`src/rtl/matmul_pkg.sv`:
```
// matmul_pkg: shared definitions for the matrix-multiply tile scheduler.
//   - state_t       : scheduler FSM encoding
//   - TILE/MAX_DIM  : tile edge and largest supported matrix dimension
//   - A_BASE/B_BASE : address-region bases for A and B tiles
//   - grid_of()     : tiles per matrix edge for a given dim (0 = illegal dim)
//   - jobs_of()     : total tile jobs (G^3) for a grid size
package matmul_pkg;

  localparam int TILE     = 4;
  localparam int MAX_DIM  = 8;
  localparam int GRID_MAX = MAX_DIM / TILE;

  localparam logic [3:0] DIM_TILE = 4'(TILE);
  localparam logic [3:0] DIM_MAX  = 4'(MAX_DIM);

  localparam logic [3:0] A_BASE = 4'b0000;
  localparam logic [3:0] B_BASE = 4'b1000;

  typedef enum logic [1:0] {
    IDLE  = 2'd0,
    ISSUE = 2'd1,
    DRAIN = 2'd2,
    FIN   = 2'd3
  } state_t;

  // Grid edge in tiles; 0 flags a dimension the datapath cannot handle.
  function automatic logic [1:0] grid_of(input logic [3:0] dim);
    if (dim == 4'd0 || dim > DIM_MAX) return 2'd0;
    else if (dim <= DIM_TILE)         return 2'd1;
    else                              return 2'd2;
  endfunction

  function automatic logic [3:0] jobs_of(input logic [1:0] g);
    return (g == 2'd2) ? 4'd8 : 4'd1;
  endfunction

endpackage

```
`src/rtl/matmul_tile_sched_idx.sv`:
```
// tile_idx_counter: nested (i,j,k) tile-index counter, k innermost.
//   clk, rstn  : clock, async active-low reset
//   clr_i      : restart at (0,0,0)
//   adv_i      : step to the next (i,j,k) triple, wrapping after the last
//   grid_i     : grid edge G (indices run 0..G-1)
//   i_o/j_o/k_o: current indices
//   first_k_o  : k == 0
//   last_k_o   : k == G-1
//   wrap_o     : current triple is the final one of the product
module tile_idx_counter #(
  parameter int IDX_W = 1
) (
  input  logic             clk,
  input  logic             rstn,
  input  logic             clr_i,
  input  logic             adv_i,
  input  logic [IDX_W:0]   grid_i,
  output logic [IDX_W-1:0] i_o,
  output logic [IDX_W-1:0] j_o,
  output logic [IDX_W-1:0] k_o,
  output logic             first_k_o,
  output logic             last_k_o,
  output logic             wrap_o
);

  logic [IDX_W-1:0] i_q, j_q, k_q;
  logic [IDX_W-1:0] i_d, j_d, k_d;
  logic [IDX_W-1:0] top;

  // Highest legal index for this grid.
  assign top = IDX_W'(grid_i - 1'b1);

  always_comb begin
    i_d = i_q;
    j_d = j_q;
    k_d = k_q;
    if (clr_i) begin
      i_d = '0;
      j_d = '0;
      k_d = '0;
    end else if (adv_i) begin
      if (k_q != top) begin
        k_d = k_q + 1'b1;
      end else begin
        k_d = '0;
        if (j_q != top) begin
          j_d = j_q + 1'b1;
        end else begin
          j_d = '0;
          i_d = (i_q != top) ? i_q + 1'b1 : '0;
        end
      end
    end
  end

  always_ff @(posedge clk or negedge rstn) begin
    if (!rstn) begin
      i_q <= '0;
      j_q <= '0;
      k_q <= '0;
    end else begin
      i_q <= i_d;
      j_q <= j_d;
      k_q <= k_d;
    end
  end

  assign i_o       = i_q;
  assign j_o       = j_q;
  assign k_o       = k_q;
  assign first_k_o = (k_q == '0);
  assign last_k_o  = (k_q == top);
  assign wrap_o    = (i_q == top) && (j_q == top) && (k_q == top);

endmodule

```
`src/rtl/matmul_tile_sched.sv`:
```
// matmul_tile_sched: turns one "multiply NxN" command into 4x4 tile jobs for
// the MAC engine, throttles outstanding jobs and reports completion.
//   clk, rstn        : clock, async active-low reset
//   start_i, dim_i   : command strobe and dimension (taken only in IDLE)
//   job_valid_o/ready: job handshake to the engine
//   job_a_addr_o     : A tile {2'b00,i,k}; job_b_addr_o: B tile {2'b10,k,j}
//   job_c_idx_o      : C tile {i,j}
//   job_acc_clr_o    : first k-step of a C tile
//   job_acc_last_o   : last k-step of a C tile
//   job_done_i       : one pulse per completed job, in issue order
//   busy_o           : command in flight
//   all_finish_o     : single pulse once every job has completed
//   err_o            : pulse on illegal dim or a done with nothing outstanding
module matmul_tile_sched
  import matmul_pkg::*;
#(
  parameter int MAX_OUTST = 2
) (
  input  logic       clk,
  input  logic       rstn,
  input  logic       start_i,
  input  logic [3:0] dim_i,
  output logic       job_valid_o,
  input  logic       job_ready_i,
  output logic [3:0] job_a_addr_o,
  output logic [3:0] job_b_addr_o,
  output logic [1:0] job_c_idx_o,
  output logic       job_acc_clr_o,
  output logic       job_acc_last_o,
  input  logic       job_done_i,
  output logic       busy_o,
  output logic       all_finish_o,
  output logic       err_o
);

  localparam logic [1:0] OUTST_MAX = 2'(MAX_OUTST);

  state_t     state_q, state_d;
  logic [1:0] grid_q, grid_d;
  logic [3:0] total_q, total_d;
  logic [1:0] outst_q, outst_d;
  logic [3:0] done_cnt_q, done_cnt_d;
  logic       valid_q, valid_d;
  logic       err_q, err_d;

  logic [1:0] grid_req;
  logic       start_ok, start_bad;
  logic       xfer, done_ok, done_bad;
  logic       ii, jj, kk, first_k, last_k, wrap;
  logic       in_issue;

  assign grid_req  = grid_of(dim_i);
  assign start_ok  = start_i && (state_q == IDLE) && (grid_req != 2'd0);
  assign start_bad = start_i && (state_q == IDLE) && (grid_req == 2'd0);
  assign xfer      = valid_q && job_ready_i;
  // A done with nothing outstanding is a protocol error and is dropped.
  assign done_ok   = job_done_i && (outst_q != 2'd0);
  assign done_bad  = job_done_i && (outst_q == 2'd0);

  tile_idx_counter #(.IDX_W(1)) u_idx (
    .clk       (clk),
    .rstn      (rstn),
    .clr_i     (start_ok),
    .adv_i     (xfer),
    .grid_i    (grid_q),
    .i_o       (ii),
    .j_o       (jj),
    .k_o       (kk),
    .first_k_o (first_k),
    .last_k_o  (last_k),
    .wrap_o    (wrap)
  );

  always_comb begin
    state_d    = state_q;
    grid_d     = grid_q;
    total_d    = total_q;
    outst_d    = outst_q;
    done_cnt_d = done_cnt_q;
    err_d      = start_bad || done_bad;

    if (start_ok) begin
      outst_d    = 2'd0;
      done_cnt_d = 4'd0;
    end else begin
      if (xfer && !done_ok)      outst_d = outst_q + 2'd1;
      else if (!xfer && done_ok) outst_d = outst_q - 2'd1;
      if (done_ok)               done_cnt_d = done_cnt_q + 4'd1;
    end

    unique case (state_q)
      IDLE: begin
        if (start_ok) begin
          grid_d  = grid_req;
          total_d = jobs_of(grid_req);
          state_d = ISSUE;
        end
      end
      ISSUE: begin
        if (xfer && wrap) state_d = DRAIN;
      end
      // Look at the post-update count so the finish pulse lands the cycle
      // right after the final done.
      DRAIN: begin
        if (done_cnt_d == total_q) state_d = FIN;
      end
      FIN: begin
        state_d = IDLE;
      end
      default: state_d = IDLE;
    endcase

    // Registered valid: drops the cycle after the window fills unless a done
    // frees a slot in the same cycle; only falls after a transfer.
    valid_d = (state_d == ISSUE) && (outst_d < OUTST_MAX);
  end

  always_ff @(posedge clk or negedge rstn) begin
    if (!rstn) begin
      state_q    <= IDLE;
      grid_q     <= 2'd0;
      total_q    <= 4'd0;
      outst_q    <= 2'd0;
      done_cnt_q <= 4'd0;
      valid_q    <= 1'b0;
      err_q      <= 1'b0;
    end else begin
      state_q    <= state_d;
      grid_q     <= grid_d;
      total_q    <= total_d;
      outst_q    <= outst_d;
      done_cnt_q <= done_cnt_d;
      valid_q    <= valid_d;
      err_q      <= err_d;
    end
  end

  // Job fields come straight from the index registers, so they only move on
  // a transfer; they read as zero outside ISSUE.
  assign in_issue       = (state_q == ISSUE);
  assign job_valid_o    = valid_q;
  assign job_a_addr_o   = in_issue ? (A_BASE | {2'b00, ii, kk}) : 4'd0;
  assign job_b_addr_o   = in_issue ? (B_BASE | {2'b00, kk, jj}) : 4'd0;
  assign job_c_idx_o    = in_issue ? {ii, jj} : 2'd0;
  assign job_acc_clr_o  = in_issue && first_k;
  assign job_acc_last_o = in_issue && last_k;
  assign busy_o         = (state_q != IDLE);
  assign all_finish_o   = (state_q == FIN);
  assign err_o          = err_q;

endmodule

```
`config.mk`:
```
export PLATFORM = sky130hd
export DESIGN_NAME = matmul_tile_sched
export DESIGN_NICKNAME = d
export VERILOG_FILES = /design/src/rtl/matmul_pkg.sv /design/src/rtl/matmul_tile_sched_idx.sv /design/src/rtl/matmul_tile_sched.sv
export SDC_FILE = /design/constraint.sdc
export NUM_CORES = 1
export LEC_CHECK = 0
export CAP_MARGIN = 25
export CORE_MARGIN = 8
export CORE_UTILIZATION = 40
export DETAILED_ROUTE_END_ITERATION = 10
export DONT_BUFFER_PORTS = 1
export GPL_ROUTABILITY_DRIVEN = 1
export PLACE_DENSITY = 0.54
export SLEW_MARGIN = 10
export SYNTH_ARGS = -nofsm -noshare
export SYNTH_HDL_FRONTEND = slang
export SYNTH_SLANG_ARGS = --single-unit
```
`constraint.sdc`:
```
create_clock -name clk -period 4 [get_ports clk]
set_input_delay 0.4 -clock clk [delete_from_list [all_inputs] [get_ports clk]]
set_output_delay 0.4 -clock clk [all_outputs]
set_load 0.05 [all_outputs]
```
* Word level (Yosys, flattened, before mapping) *
Cells that the tools add are included.

cells by class
  add/sub/neg operators = 7
  $lt $le $gt $ge = 3
  eq/ne operators = 14
  mux-type cells = 27
  bitwise logic cells = 1
  reductions and logical operators = 29

operators by type and width
  operator             number
  $mux 2               10
  $mux 4               4
  $logic_and 1x1->1    14
  $mux 1               12
  $pmux 2 s4           1
  $reduce_bool 2->1    4
  $eq 2x2->1 const B   3
  $logic_not 2->1      3
  $add 4x1->4 const B  1
  $eq 2x1->1 const B   2
  $eq 4x4->1           1
  $gt 4x4->1 const B   1
  $le 4x3->1 const B   1
  $logic_not 4->1      1
  $ne 2x2->1 const B   2
  $reduce_and 2->1     2
  $add 1x1->1 const B  3
  $eq 1x1->1           3
  $ne 1x1->1           3
  $reduce_and 3->1     1
  $add 2x1->2 const B  1
  $logic_not 1->1      2
  $logic_or 1x1->1     2
  $lt 2x2->1 const B   1
  3 further kinds      3

word-level totals
  register bits = 18
  input port bits = 9
  output and inout bits = 16
  word-level logic and storage cells = 91

* Depth between registers and ports, before layout *
Gate-level depths: netlist (run 1).

  depth in word-level cells = 11
  gate-level depth with buffers = 6
  mapped depth without buffers = 6

* Cells and area by module *
From an unflattened synthesis (run 1), not the netlist that was laid out.

second synthesis, totals
  cells, all modules = 108
  area, all modules = 1068.5 sq um

modules (own cells, without submodules)
  module             instances  cells each  area each (sq um)  sequential area each (sq um)
  matmul_tile_sched  1          88          864.6              325.3
  tile_idx_counter   1          20          203.9              75.1

* Worst setup path before layout (run 1) *
OpenSTA, ideal clock, no wires.

  path type = flip-flop to output port
  start = register state_q[1]
  end = output port job_c_idx_o[1]
  arrival = 1.640 ns
  slack = 1.960 ns
  stages on the path, launching flop included = 4
  cells stage by stage = dfrtp_1 nand2b_1 nor2_1 buf_4

on the way
  word-level cells in the longest chain between the ends = 2

RTL lines
  element                 line                      text
  from (decl)             matmul_tile_sched.sv:38   state_t state_q, state_d;
  from (signal assigned)  matmul_tile_sched.sv:128  state_q <= state_d;
  $eq 2x1->1              matmul_tile_sched.sv:140  assign in_issue = (state_q == ISSUE);
  $mux 2                  matmul_tile_sched.sv:144  assign job_c_idx_o = in_issue ? {ii, jj} : 2'd0;
  to (decl)               matmul_tile_sched.sv:27   output logic [1:0] job_c_idx_o,

Every way passes these cells.

* Worst setup path after layout (run 1) *
  start = register state_q[1]
  end = output port job_acc_last_o

on the way
  word-level cells in the longest chain between the ends = 2

RTL lines
  element            line                      text
  $eq 2x1->1         matmul_tile_sched.sv:140
  $logic_and 1x1->1  matmul_tile_sched.sv:146  assign job_acc_last_o = in_issue && last_k;
  to (decl)          matmul_tile_sched.sv:29   output logic job_acc_last_o,

Every way passes these cells.

==> impl_metrics.toml, run 1 <==
[outcome]
status = "completed"

[synthesis]
synth_ff_type = "dfrtp_1"
synthArstFlopShare_pct = 100
post_synth.cell_area_avg_um2 = 8.94
ys_seq_area_share_pct = 39.3
netlist_top_cells_area = "dfrtp_1, ha_1, xnor2_1"
synth_edf_count = 0
yosysMostFrequentCell = "dfrtp_1"
yosysWarnings = 0
synthDistinctLibCells = 32
netlist.area_leader.share_pct = 39.3
syn_area_mm2 = 0.00102
synthTopCellsByCount = "dfrtp_1, nor2_1, nand2_1, inv_1"
synth_cells = 114
synth.ff_latch_count = 16
synth_top_area_cell = "dfrtp_1"

[drt]
drt_wl_total_um = 2030
wl_per_cell_um = 14.2
route.vias.total = 733
drt_first_pass_iters = 4
viasPerCell = 5.13
drc = 0
drt_iter0_markers = 30
ant_nets = 0

[global_route]
grt_pass1_wl_um = 3380
antenna_found_initial = 0
gr-max-usage-layer = "met2"
track_usage_pct = 9.83
use_met3_pct = 2.35
grtUsageMet1_pct = 11.8
grt_max_degree = 17
overflow = 0
grtUsageMet2_pct = 16.0
grt_pass1_vias = 735

[setup_path]
path_cells = "nand2b_1 > inv_1 > and2_1"
critPathMaxFanout = 7
arrival_ps = 1950
cp_num_buf_inv = 1
cp_data_required_time_ps = 3600
start_kind = "register"
critPathKind = "register to primary output"
startpoint = "state_q[1]$_DFF_PN0_"
crit_slowest_cell = "and2_1"
r2r-start = "outst_q[1]$_DFF_PN0_"
critPathMaxStageDelay_ps = 530
cp_top_family = "simple AND/OR/NAND/NOR gates"
crit_path_end_kind = "primary output"

[floorplanning]
ios = 25
die_x_um = 66.5
start_util_pct = 41.5
num_rows = 18
die_h_um = 66.5
coreArea_mm2 = 0.00245
die-area_mm2 = 0.00442

[pwr]
p_leak_nw = 0.474
swShare_pct = 55.3
power_switching_w = 0.000543
combPwrFrac_pct = 57.5
ir_worst_vdd_mv = 0.413
p_per_area_mw_per_mm2 = 931
p_int_w = 0.000439
clockPowerShare_pct = 11.2
p_seq_share_pct = 31.3

[layout]
drive_above_1_share_pct = 8.85
area_delta_synth_final_pct = 3.44
final_nets = 128
n_antenna_cell = 0

[clocking]
root_buffer = "clkbuf_4"
post_cts_resized = 0
cts_made_buffers = 3
insertion_delay_ps = 290
cts_tree = "done"
clock-sinks = 16
cts_buffer_depth = 2
htree_levels = 1
clk_pin_slew_ps = 90

[place]
gp_congestion = 0.781
place_hpwl_um = 1590
post-place-ws_ps = 1960
port_buffers = 0

[timing]
fin_crit_ps = 2350
fin_ws_ps = 1650
fmax_mhz = 426
finClkSkew_ps = 8.17
maxSlewViolCount = 0
hold_viol = 0
tightest_slew_ps = 1060
tns_ps = 0
finalSetupViolations = 0
fin_crit_sh_pct = 58.6
rsz0062_at_grt = "false"
relSlewSlack_pct = 29.1

[job]
maxCapViolCount = 0

[min_path]
hold_class = "input port to register"
hp-start = "dim_i[3]"
## path summary, 6_finish.rpt
check / endpoint / depth (start not counted) / slack, ps
setup / recovery: job_acc_last_o / 3 / 1650
max in group asynchronous: done_cnt_q[0]$_DFF_PN0_ / 1 / 2930
hold / removal: total_q[0]$_DFFE_PN0P_ / 1 / 210
min in group asynchronous: u_idx.i_o$_DFFE_PN0P_ / 1 / 600
hold reg to reg: u_idx.i_o$_DFFE_PN0P_ / 2 / 530
setup reg to reg: state_q[0]$_DFF_PN0_ / 6 / 2330
## state kept, by name, summed over array words and instances (netlist names)
register / cells
done_cnt_q: 4
outst_q: 2
state_q: 2
total_q: 2
err_o: 1
grid_q: 1
job_valid_o: 1
u_idx.i_o: 1
u_idx.j_o: 1
u_idx.k_o: 1
## cell usage in the layout (no fill, tap or decap), drive strengths merged
cell type	count
nor2	15
and3	1
a31o	1
mux2i	1
and2	3
inv	11
nor3b	1
dlygate4sd3	1
a2111oi	1
a21boi	1
o21ai	4
a21oi	4
ha	5
xor2	2
a211o	2
nor2b	1
nand2	12
nand2b	4
nand3	3
a221oi	2
conb	3
a311o	1
o211ai	1
nor3	1
a31oi	2
a21o	1
clkbuf	4
nor4b	1
nor4	1
dfrtp	16
xnor2	7
## cell type report
cell class / count / area (µm²)
clock buffer: 4 / 36.3
fill: 256 / 1400
inverter: 11 / 41.3
tap: 30 / 37.5
timing repair buffer: 1 / 10.0
sequential: 16 / 400
multi-input combinational: 81 / 529
## repair_timing
action                    in CTS  in global routing
hold endpoints to repair      16                  0
hold buffers                   1                  0
buffers inserted               0                  0
## kinds of logic (layout without fill, tap and decap cells)
logic type	count (synthesis)	in the layout	synth area share, %
flops	16	16	39.3
fa+ha+maj	5	5	6.13
mux	1	1	0.982
other cells	1	3	0.368
xor+xnor	9	9	7.73
simple gates	43	43	21.7
buf+inv	19	16	10.3
compound gates	20	20	13.5
## per-stage QoR
step	cell area [µm²]	util [%]	power (W)	instances	hold WS, ps
finish	1050	43.0	0.000982	143	205
global route	1050	43.0	0.00106	143	190
CTS	1050	43.0	0.000990	143	198
detailed placement	1010	41.1	0.000874	138	105
global placement	1010	41.1	0.000862	138	105
floorplan	1030	-	0.000824	116	104
## power groups by stage
stage	Sequential [W]	Combinational, W	Clock (W)
after floorplan	0.000300	0.000524	0
after global placement	0.000309	0.000553	0
after detailed placement	0.000313	0.000561	0
after CTS	0.000308	0.000569	0.000113
after global routing	0.000317	0.000622	0.000120
final	0.000308	0.000564	0.000110
## metal layers
layer / part of all wire (%) / wire [µm]
met1: 45 / 915
met2: 49 / 1000
met3: 4.8 / 97
met4: 0.93 / 19
met5: 0 / 0
No activity file was read; power rests on OpenSTA's default activity.
==> run 2, diff against run 1 <==
clock period = 2.43 ns   (was 4 ns; I/O delays follow)
==> impl_metrics.toml, run 2 (same netlist as run 1, synthesis figures left out) <==
[outcome]
status = "completed"

[setup_path]
r2r-start = "grid_q[0]$_DFFE_PN0P_"
crit_path_end_kind = "primary output"
critPathMaxFanout = 7
cp_data_required_time_ps = 2190
rr_worst_depth = 5
r2r_slack_ps = 810
critPathKind = "register to primary output"
worstReg2RegEnd = "state_q[0]$_DFF_PN0_"
start_kind = "register"
arrival_ps = 1580

[layout]
area_delta_synth_final_pct = 7.12
final_nets = 133
largest_register_ffs = 4
n_antenna_cell = 0
regArea_um2 = 400
layout_commonest_cell = "dfrtp_1"
fillers = 252
drive_above_1_share_pct = 12.7
multiInputGateArea_um2 = 529
final_area_mm2 = 0.00109
most-common-layout-cells = "dfrtp_1, nor2_1, nand2_1, inv_1, xnor2_1"
regMostFlops = "done_cnt_q"
final_core_util_pct = 44.5

[pwr]
ir_worst_vdd_mv = 0.851
combPwrFrac_pct = 59.2
p_int_w = 0.000776
swShare_pct = 53.6
power_switching_w = 0.000898
p_per_area_mw_per_mm2 = 1530
p_seq_share_pct = 30.3
p_leak_nw = 0.499
clockPowerShare_pct = 10.6

[drt]
drt_first_pass_iters = 4
wl_per_cell_um = 13.7
ant_nets = 0
drt_wl_total_um = 2030
drc = 0
viasPerCell = 5.07
route.vias.total = 751
drt_iter0_markers = 43

[timing]
tns_ps = 0
finClkSkew_ps = 4.89
finalSetupViolations = 0
relSlewSlack_pct = 49.8
rsz0062_at_grt = "false"
fmax_mhz = 549
tightest_slew_ps = 750
fin_crit_ps = 1820
maxSlewViolCount = 0
fin_crit_sh_pct = 75.0
hold_viol = 0

[place]
gp_congestion = 0.809
place_hpwl_um = 1600
port_buffers = 0
dpl_cell_area_mm2 = 0.00105

[global_route]
grt_max_degree = 17
antenna_found_initial = 0
grt_pass1_vias = 749
grt_pass1_wl_um = 3420
overflow = 0
track_usage_pct = 9.89

[floorplanning]
die_x_um = 66.5
die-area_mm2 = 0.00442
ios = 25
start_util_pct = 41.5
coreArea_mm2 = 0.00245
die_h_um = 66.5
num_rows = 18

[clocking]
clk_pin_slew_ps = 100
postCtsHoldBufs = 1
clock-sinks = 16
cts_made_buffers = 3
root_buffer = "clkbuf_4"
htree_levels = 1
insertion_delay_ps = 290
cts_setup_buffers = 0
post_cts_resized = 0
cts_tree = "done"
cts_buffer_depth = 2

[min_path]
hp-start = "dim_i[3]"
whs_path_depth = 1
hold_class = "input port to register"
worstHoldEndpoint = "grid_q[0]$_DFFE_PN0P_"

[job]
maxCapViolCount = 0
[run 2: worst max-delay path: stages, from the launching register on]
cell and delay, ps:
dfrtp_1 430, nand2b_1 290, inv_1 130, and2_1 450
[run 2: layout make-up]
cell class	instances	area share, %
multi-input combinational	81	48.5
sequential	16	36.7
timing repair buffer	6	4.35
inverter	11	3.78
clock buffer	4	3.32
tap	30	3.44
[run 2: how the worst max path moves through the flow]
stage | from | endpoint | depth (start not counted)
after floorplan | state_q[1]$_DFF_PN0_ | job_c_idx_o[1] | 3
after global placement | job_valid_o$_DFF_PN0_ | state_q[0]$_DFF_PN0_ | 3
after detailed placement | grid_q[0]$_DFFE_PN0P_ | state_q[0]$_DFF_PN0_ | 5
after CTS | state_q[1]$_DFF_PN0_ | job_acc_last_o | 3
after global routing | state_q[1]$_DFF_PN0_ | job_acc_last_o | 3
final | state_q[1]$_DFF_PN0_ | job_acc_last_o | 3
[run 2: per-stage QoR]
| stage | std cells | hold WS [ps] | setup WS (ps) | power [W] |
|---|---|---|---|---|
| 2_1_floorplan | 116 | -52.6 | 547 | 0.00136 |
| 3_3_place_gp | 143 | -52.0 | 832 | 0.00149 |
| 3_5_place_dp | 143 | -52.1 | 820 | 0.00150 |
| 4_1_cts | 148 | 43.1 | 589 | 0.00169 |
| 5_1_grt | 148 | 27.2 | 486 | 0.00181 |
| 6_report | 148 | 46.2 | 608 | 0.00167 |
[run 2: layer usage]
layer,track usage [%],wire length (µm),up-vias
li1,-,-,386
met4,1.60,0,0
met5,0,0,-
met1,11.0,894,354
met2,17.6,1030,11
met3,3.86,105,0
[run 2: power by group through the flow]
stage               Clock, W  Sequential [W]  Combinational [W]
floorplan                  0        0.000494           0.000863
global placement           0        0.000512           0.000975
detailed placement         0        0.000516           0.000987
CTS                 0.000183        0.000509            0.00100
global route        0.000201        0.000520            0.00109
finish              0.000177        0.000507           0.000991
